[src/rtl/h_u_seg_rca.sv]
// Segmented ripple-carry adder: one K-bit segment per cycle,
// carry held in a register, valid/ready on both sides.
module h_u_seg_rca #(
  parameter int N = 12,
  parameter int K = 4
) (
  input  logic         clk,
  input  logic         rst_n,
  input  logic         in_valid,
  output logic         in_ready,
  input  logic [N-1:0] a,
  input  logic [N-1:0] b,
  input  logic         cin,
  input  logic         is_signed,
  output logic         out_valid,
  input  logic         out_ready,
  output logic [N:0]   out,
  output logic         busy
);

  localparam int S  = N / K;
  localparam int SW = (S > 1) ? $clog2(S) : 1;

  if (N < 2 || K < 1 || K > N || (N % K) != 0) begin : g_bad_param
    $error("h_u_seg_rca: need N>=2, 1<=K<=N, N%%K==0");
  end

  typedef enum logic [1:0] {
    IDLE,
    RUN,
    DONE
  } state_t;

  state_t        state;
  state_t        state_nxt;
  logic [SW-1:0] seg;
  logic          carry;
  logic [N-1:0]  a_sh;
  logic [N-1:0]  b_sh;
  logic [N-1:0]  result;
  logic          a_msb;
  logic          b_msb;
  logic          sgn;
  logic [K:0]    seg_sum;
  logic [N+K-1:0] res_cat;
  logic          last;
  logic          msb;
  logic          accept;

  // Operands shift down one segment per cycle; sums enter
  // the result from the top so no variable indexing is needed.
  always_comb begin
    seg_sum = {1'b0, a_sh[K-1:0]}
            + {1'b0, b_sh[K-1:0]}
            + {{K{1'b0}}, carry};
    res_cat = {seg_sum[K-1:0], result};
    last    = (seg == SW'(S - 1));
    msb     = sgn ? (a_msb ^ b_msb ^ seg_sum[K])
                  : seg_sum[K];
    accept  = (state == IDLE) && in_valid && in_ready;
  end

  always_comb begin
    state_nxt = state;
    unique case (state)
      IDLE:    if (accept)    state_nxt = RUN;
      RUN:     if (last)      state_nxt = DONE;
      DONE:    if (out_ready) state_nxt = IDLE;
      default:                state_nxt = IDLE;
    endcase
  end

  always_ff @(posedge clk or negedge rst_n) begin
    if (!rst_n) begin
      state     <= IDLE;
      seg       <= '0;
      carry     <= 1'b0;
      a_sh      <= '0;
      b_sh      <= '0;
      result    <= '0;
      a_msb     <= 1'b0;
      b_msb     <= 1'b0;
      sgn       <= 1'b0;
      in_ready  <= 1'b0;
      out_valid <= 1'b0;
      out       <= '0;
      busy      <= 1'b0;
    end else begin
      state <= state_nxt;
      unique case (state)
        IDLE: begin
          if (accept) begin
            a_sh     <= a;
            b_sh     <= b;
            a_msb    <= a[N-1];
            b_msb    <= b[N-1];
            sgn      <= is_signed;
            carry    <= cin;
            seg      <= '0;
            in_ready <= 1'b0;
            busy     <= 1'b1;
          end else begin
            in_ready <= 1'b1;
          end
        end
        RUN: begin
          carry  <= seg_sum[K];
          result <= res_cat[N+K-1:K];
          a_sh   <= a_sh >> K;
          b_sh   <= b_sh >> K;
          seg    <= seg + 1'b1;
          if (last) begin
            out       <= {msb, res_cat[N+K-1:K]};
            out_valid <= 1'b1;
          end
        end
        DONE: begin
          if (out_ready) begin
            out_valid <= 1'b0;
            in_ready  <= 1'b1;
            busy      <= 1'b0;
          end
        end
        default: begin
          in_ready <= 1'b0;
        end
      endcase
    end
  end

endmodule

[config.mk]
export PLATFORM = sky130hd
export DESIGN_NAME = h_u_seg_rca
export DESIGN_NICKNAME = d
export VERILOG_FILES = /design/src/rtl/h_u_seg_rca.sv
export SDC_FILE = /design/constraint.sdc
export NUM_CORES = 1
export LEC_CHECK = 0
export ABC_AREA = 1
export BUFFER_PORTS_ARGS = -buffer_cell sky130_fd_sc_hd__buf_2
export CAP_MARGIN = 20
export CORE_MARGIN = 10
export CORE_UTILIZATION = 40
export CTS_BUF_LIST = sky130_fd_sc_hd__clkbuf_8
export DETAILED_ROUTE_END_ITERATION = 8
export SLEW_MARGIN = 20
export SYNTH_ARGS = -nofsm -noshare
export SYNTH_HDL_FRONTEND = slang
export SYNTH_SLANG_ARGS = --single-unit
[constraint.sdc]
create_clock -name clk -period 4.25 [get_ports clk]
set_input_delay 0.85 -clock clk [delete_from_list [all_inputs] [get_ports clk]]
set_output_delay 0.85 -clock clk [all_outputs]
set_load 0.01 [all_outputs]
; ---- Word-level counts from Yosys, hierarchy flattened
; Index checks and enable logic that the tools add are counted.
[classes]
add_sub_neg = 3
n_mux = 21
n_eq_ne = 6
n_reduce_logical = 13
bitwise_logic = 3
[ops]
columns = cell, n
row1 = 12-bit case mux with 2 select lines, 2
row2 = 12-bit 2-to-1 mux, 2
row3 = 3-bit AND reduction, 3
row4 = 2-bit 2-to-1 mux, 4
row5 = 2-bit AND reduction, 4
row6 = 1-bit 2-to-1 mux, 7
row7 = 2-bit != test (second input constant), 3
row8 = 1-bit case mux with 2 select lines, 3
row9 = 2-bit case mux with 3 select lines, 1
row10 = 2-bit nonzero test, 3
row11 = 4-bit by 4-bit adder with 5-bit output, 1
row12 = 5-bit by 1-bit adder with 5-bit output, 1
row13 = 2-bit equality test (second input constant), 2
row14 = 2-bit case mux with 2 select lines, 1
row15 = 1-bit case mux with 3 select lines, 1
row16 = 2-bit by 1-bit adder with 2-bit output (second input constant), 1
row17 = 2-bit by 1-bit equality test with 1-bit output (second input constant), 1
row18 = 1-bit logical AND, 2
row19 = 2-bit zero test, 1
row20 = 1-bit bitwise XOR, 2
row21 = 1-bit inverter, 1
[word_totals]
output_inout_bits = 16
in_bits = 30
register_bits = 60

; ---- Longest topological paths before layout
[depth]
ltp_word = 5
depth_mapped = 8
ltp_nobuf = 8

; ---- Worst setup path after synthesis
; Ideal clock, no wire load.
[synth_timing]
path_type = in2reg
from = in in_valid
to = reg a_msb
required_time_ns = 4.124
cell_stages = 4
path_slack_ns = 2.728
t_arrival_ns = 1.396
setup_time_ns = 0.126
n_path_buf = 1
path_cell_list = nand2_1 nor3_1 buf_2 o21ai_0
[synth_between]
elab_chain_cells = 3
[synth_rtl]
columns = item, line_no
row1 = "start, declared", 9  ; input logic in_valid,
row2 = 1-bit logical AND (2 in series), 60  ; accept = (state == IDLE) && in_valid && in_ready;
row3 = 2-bit AND reduction (no source line), --
row4 = "end signal, assigned", 95  ; a_msb <= a[N-1];
row5 = "end, declared", 41  ; logic a_msb;
; Every way passes these cells.
; A chain may end at the register's enable or synchronous reset.

; ---- Worst setup path in the final report
[layout_timing]
from = reg state[1]
to = reg out[11]
[layout_between]
elab_chain_cells = 2
[layout_rtl]
columns = item, line_no
row1 = "start, declared", 34  ; state_t state;
row2 = "start signal, assigned", 89  ; state <= state_nxt;
row3 = 2-bit by 1-bit equality test with 1-bit output, 90  ; unique case (state)
row4 = 2-bit AND reduction (no source line), --
row5 = "end signal, assigned", 113  ; out <= {msb, res_cat[N+K-1:K]};
row6 = "end, declared", 17  ; output logic [N:0] out,
; Every way passes these cells.

==> run_summary.xml <==
<?xml version="1.0" encoding="UTF-8"?>
<metrics>
  <group name="status">
    <metric name="status" unit="">completed</metric>
  </group>
  <group name="global_routing">
    <metric name="first_global_vias" unit="">2025</metric>
    <metric name="grt_overflow" unit="">0</metric>
    <metric name="grt.total_usage" unit="">0.109</metric>
    <metric name="grt_antenna_before_repair" unit="">0</metric>
    <metric name="grt_first_pass_wirelength" unit="um">9010</metric>
    <metric name="grt_max_degree" unit="">51</metric>
  </group>
  <group name="logic_synthesis">
    <metric name="synth_seq_cells" unit="">56</metric>
    <metric name="synth.distinct_cells" unit="">24</metric>
    <metric name="syn_area" unit="sq um">2560</metric>
    <metric name="synthesis.nets" unit="">332</metric>
    <metric name="post_synth_main_area_contributors" unit="">dfrtp_1, nand2_1, o21ai_0, inv_1, o21ai_1</metric>
    <metric name="asyncSetResetFlopFracSynth" unit="">1.00</metric>
    <metric name="netlist.area_leader.share" unit="">0.546</metric>
    <metric name="synth_most_common_cell" unit="">nand2_1</metric>
    <metric name="number_of_enable_flip_flop_cells_after_synthesis" unit="">0</metric>
    <metric name="netlist_instances" unit="">296</metric>
    <metric name="synth_top_cells_by_count" unit="">nand2_1, dfrtp_1, o21ai_0</metric>
    <metric name="yosysWarnings" unit="">0</metric>
    <metric name="synth_top_cell_by_area" unit="">dfrtp_1</metric>
    <metric name="yosysSeqAreaShare" unit="">0.546</metric>
    <metric name="ys.flop_type" unit="">dfrtp_1</metric>
    <metric name="synthesis.area_per_instance" unit="sq um">8.67</metric>
  </group>
  <group name="critical_path">
    <metric name="worst_setup_path_start_kind" unit="">flip-flop</metric>
    <metric name="rr_endpoint" unit="">out[11]</metric>
    <metric name="reg2reg_from" unit="">state[1]</metric>
    <metric name="rr_worst_depth" unit="">7</metric>
    <metric name="worst-endpoint-required" unit="ns">4.46</metric>
    <metric name="critPathArrivalTime" unit="ns">2.07</metric>
    <metric name="path_delay_family" unit="">simple AND/OR/NAND/NOR gates</metric>
    <metric name="worst_path_most_repeated_cell" unit="">inv_2</metric>
    <metric name="crit_path_cell_trace" unit="">inv_2 &gt; nand2_4 &gt; inv_2 &gt; nand2_2 &gt; inv_1 &gt; nand3_1 &gt; nand2_1</metric>
    <metric name="timing.critical_path.slowest_stage_cell" unit="">dfrtp_1</metric>
    <metric name="worst-path-buf-inv" unit="">3</metric>
    <metric name="path_max_fanout" unit="">50</metric>
    <metric name="cpPeakStageDelay" unit="ns">0.44</metric>
    <metric name="cp-end-kind" unit="">flip-flop</metric>
    <metric name="timing_worst_setup_path_type" unit="">reg -&gt; reg</metric>
    <metric name="reg2reg_setup_slack" unit="ns">2.39</metric>
  </group>
  <group name="die">
    <metric name="ios" unit="">46</metric>
    <metric name="floorplan.core_area" unit="sq um">6280</metric>
    <metric name="start_util" unit="">0.409</metric>
    <metric name="dieArea" unit="sq um">10000</metric>
    <metric name="die_h" unit="um">100</metric>
    <metric name="die_x" unit="um">100</metric>
    <metric name="placement_rows" unit="">29</metric>
  </group>
  <group name="cts">
    <metric name="root_buffer" unit="">clkbuf_8</metric>
    <metric name="clk-insertion-delay-late" unit="ns">0.31</metric>
    <metric name="h-tree-depth" unit="">2</metric>
    <metric name="post-cts-setup-buffers" unit="">0</metric>
    <metric name="cts.reportedPaths.clkPinSlew" unit="ns">0.09</metric>
    <metric name="cts_made_buffers" unit="">5</metric>
    <metric name="cts.hold.buffers_added" unit="">0</metric>
    <metric name="tritoncts" unit="">done</metric>
    <metric name="cts_resized" unit="">0</metric>
    <metric name="worst_case_clock_buffer_depth" unit="">2</metric>
    <metric name="cts_num_sinks" unit="">56</metric>
  </group>
  <group name="timing">
    <metric name="achievable-frequency" unit="GHz">0.539</metric>
    <metric name="timing.final.hold_violations" unit="">0</metric>
    <metric name="finalWorstPathRequiredPeriod" unit="ns">1.86</metric>
    <metric name="min_period_over_period" unit="">0.437</metric>
    <metric name="rsz0062_at_grt" unit="">false</metric>
    <metric name="timing.clock.skew" unit="ns">0.00979</metric>
    <metric name="timing.final.max_slew_violations" unit="">0</metric>
    <metric name="slew-limit-headroom" unit="">0.578</metric>
    <metric name="finalSetupViolations" unit="">0</metric>
    <metric name="aggregate_negative_setup_slack" unit="ns">0</metric>
    <metric name="worst_slew_pin_slew" unit="ns">0.633</metric>
  </group>
  <group name="power_and_ir_drop">
    <metric name="p_leak" unit="nW">1.52</metric>
    <metric name="irDropWorstVdd" unit="V">0.000259</metric>
    <metric name="power_density" unit="nW/um^2">734</metric>
  </group>
  <group name="detailed_routing">
    <metric name="drt_drc_violations_left" unit="">0</metric>
    <metric name="vias" unit="">1931</metric>
    <metric name="drt_iter0_drc" unit="">74</metric>
    <metric name="post_drt_wl_per_cell" unit="um">12.3</metric>
    <metric name="drt-pass1-iter-count" unit="">4</metric>
    <metric name="drt-vias-per-instance" unit="">4.64</metric>
    <metric name="finalWirelength" unit="um">5100</metric>
    <metric name="ant_nets" unit="">0</metric>
  </group>
  <group name="hold_path">
    <metric name="min_delay_worst_endpoint" unit="">busy</metric>
    <metric name="hold_start" unit="">busy</metric>
    <metric name="min_path_type" unit="">reg -&gt; reg</metric>
    <metric name="whs_path_depth" unit="">2</metric>
  </group>
  <group name="place">
    <metric name="detailed_place.area" unit="sq um">2790</metric>
    <metric name="routabilityCongestion" unit="">0.796</metric>
    <metric name="hpwlAfterDp" unit="um">3650</metric>
    <metric name="placement.io_buffers" unit="">45</metric>
  </group>
  <group name="layout">
    <metric name="fin_area" unit="sq um">2870</metric>
    <metric name="finalNetCount" unit="">375</metric>
    <metric name="post_route_cells_drive_above_1_share" unit="">0.183</metric>
    <metric name="num_antenna_cells" unit="">0</metric>
    <metric name="area_growth" unit="%">11.9</metric>
    <metric name="layout.filler_cells" unit="">656</metric>
  </group>
  <group name="job">
    <metric name="drv_cap" unit="">0</metric>
  </group>
</metrics>
==> per-stage QoR <==
| stage | hold WS (ns) | setup slack [ns] | std cells | power [W] | utilization |
|---|---|---|---|---|---|
| floorplan | 0.442 | 2.73 | 296 | 0.00169 | - |
| global placement | 0.455 | 2.34 | 409 | 0.00184 | 0.445 |
| detailed placement | 0.456 | 2.32 | 409 | 0.00186 | 0.445 |
| CTS | 0.480 | 2.34 | 416 | 0.00215 | 0.457 |
| global route | 0.504 | 2.16 | 416 | 0.00235 | 0.457 |
| finish | 0.474 | 2.39 | 416 | 0.00211 | 0.457 |
==> registers in the layout (all words and copies together) (netlist names), 2 cells and up <==
register  count
b_sh         12
out          13
a_sh         12
state         2
seg           2
result        8
==> placed cells by master (no fill, tap or decap) <==
cell type    n
nand2_4      2
buf_2       45
a21oi_1      1
clkbuf_8     5
ha_1         4
nand2_2      1
nor2_2       1
buf_4        2
nand3_2      1
clkinv_2     1
inv_2        2
xnor2_1      1
nor3_1       1
nand2_1    113
o21ai_0     38
o21ai_2      2
dfrtp_1     56
nand3b_1     2
nand3_1      8
inv_1       33
o21ai_1     14
nor2_1       4
fa_1         2
==> worst max-delay path by stage <==
| stage | from | end | slack (ns) | depth (start not counted) |
|---|---|---|---|---|
| 5_1_grt | state[1] | out[12] | 2.16 | 7 |
| 6_report | state[1] | out[11] | 2.39 | 7 |
| 4_1_cts | state[1] | out[11] | 2.34 | 7 |
| 2_1_floorplan | in_valid | a_msb | 2.73 | 4 |
| 3_3_place_gp | in_valid | seg[1] | 2.34 | 6 |
| 3_5_place_dp | in_valid | seg[1] | 2.32 | 6 |
==> report_power, final <==
part           internal, W  switching (W)
Sequential        0.000773       0.000117
Clock             0.000110       0.000164
Combinational     0.000330       0.000612
==> area by class of cell <==
class | instances | area, sq um | share of cell area
clock inverter | 2 | 8.76 | 0.00305
multi-input combinational | 195 | 926 | 0.323
clock buffer | 5 | 68.8 | 0.0240
inverter | 34 | 128 | 0.0445
timing repair buffer | 47 | 240 | 0.0837
sequential | 56 | 1400 | 0.488
tap | 77 | 96.3 | 0.0336
==> metal layers <==
metal,up-vias,global-route usage,wire [um]
met5,-,0,0
met4,0,0.0457,73
met3,9,0.0385,388
li1,1008,-,-
met1,873,0.128,2380
met2,41,0.178,2260
==> kinds of logic after synthesis <==
group,share of synthesized area
AOI/OAI and AO/OA,0.110
DFF,0.546
and+or+nand+nor,0.212
buffers and inverters,0.0927
xor gates and xnor gates,0.00342
adders and majority gates,0.0351
==> tightest hold or removal path: cells and delay by family, from the launching register on <==
kind / cells / cell delay (ns)
AND/OR/NAND/NOR: 2 / 0.10
flip-flops: 1 / 0.35
No activity file was read; power rests on OpenSTA's default activity.
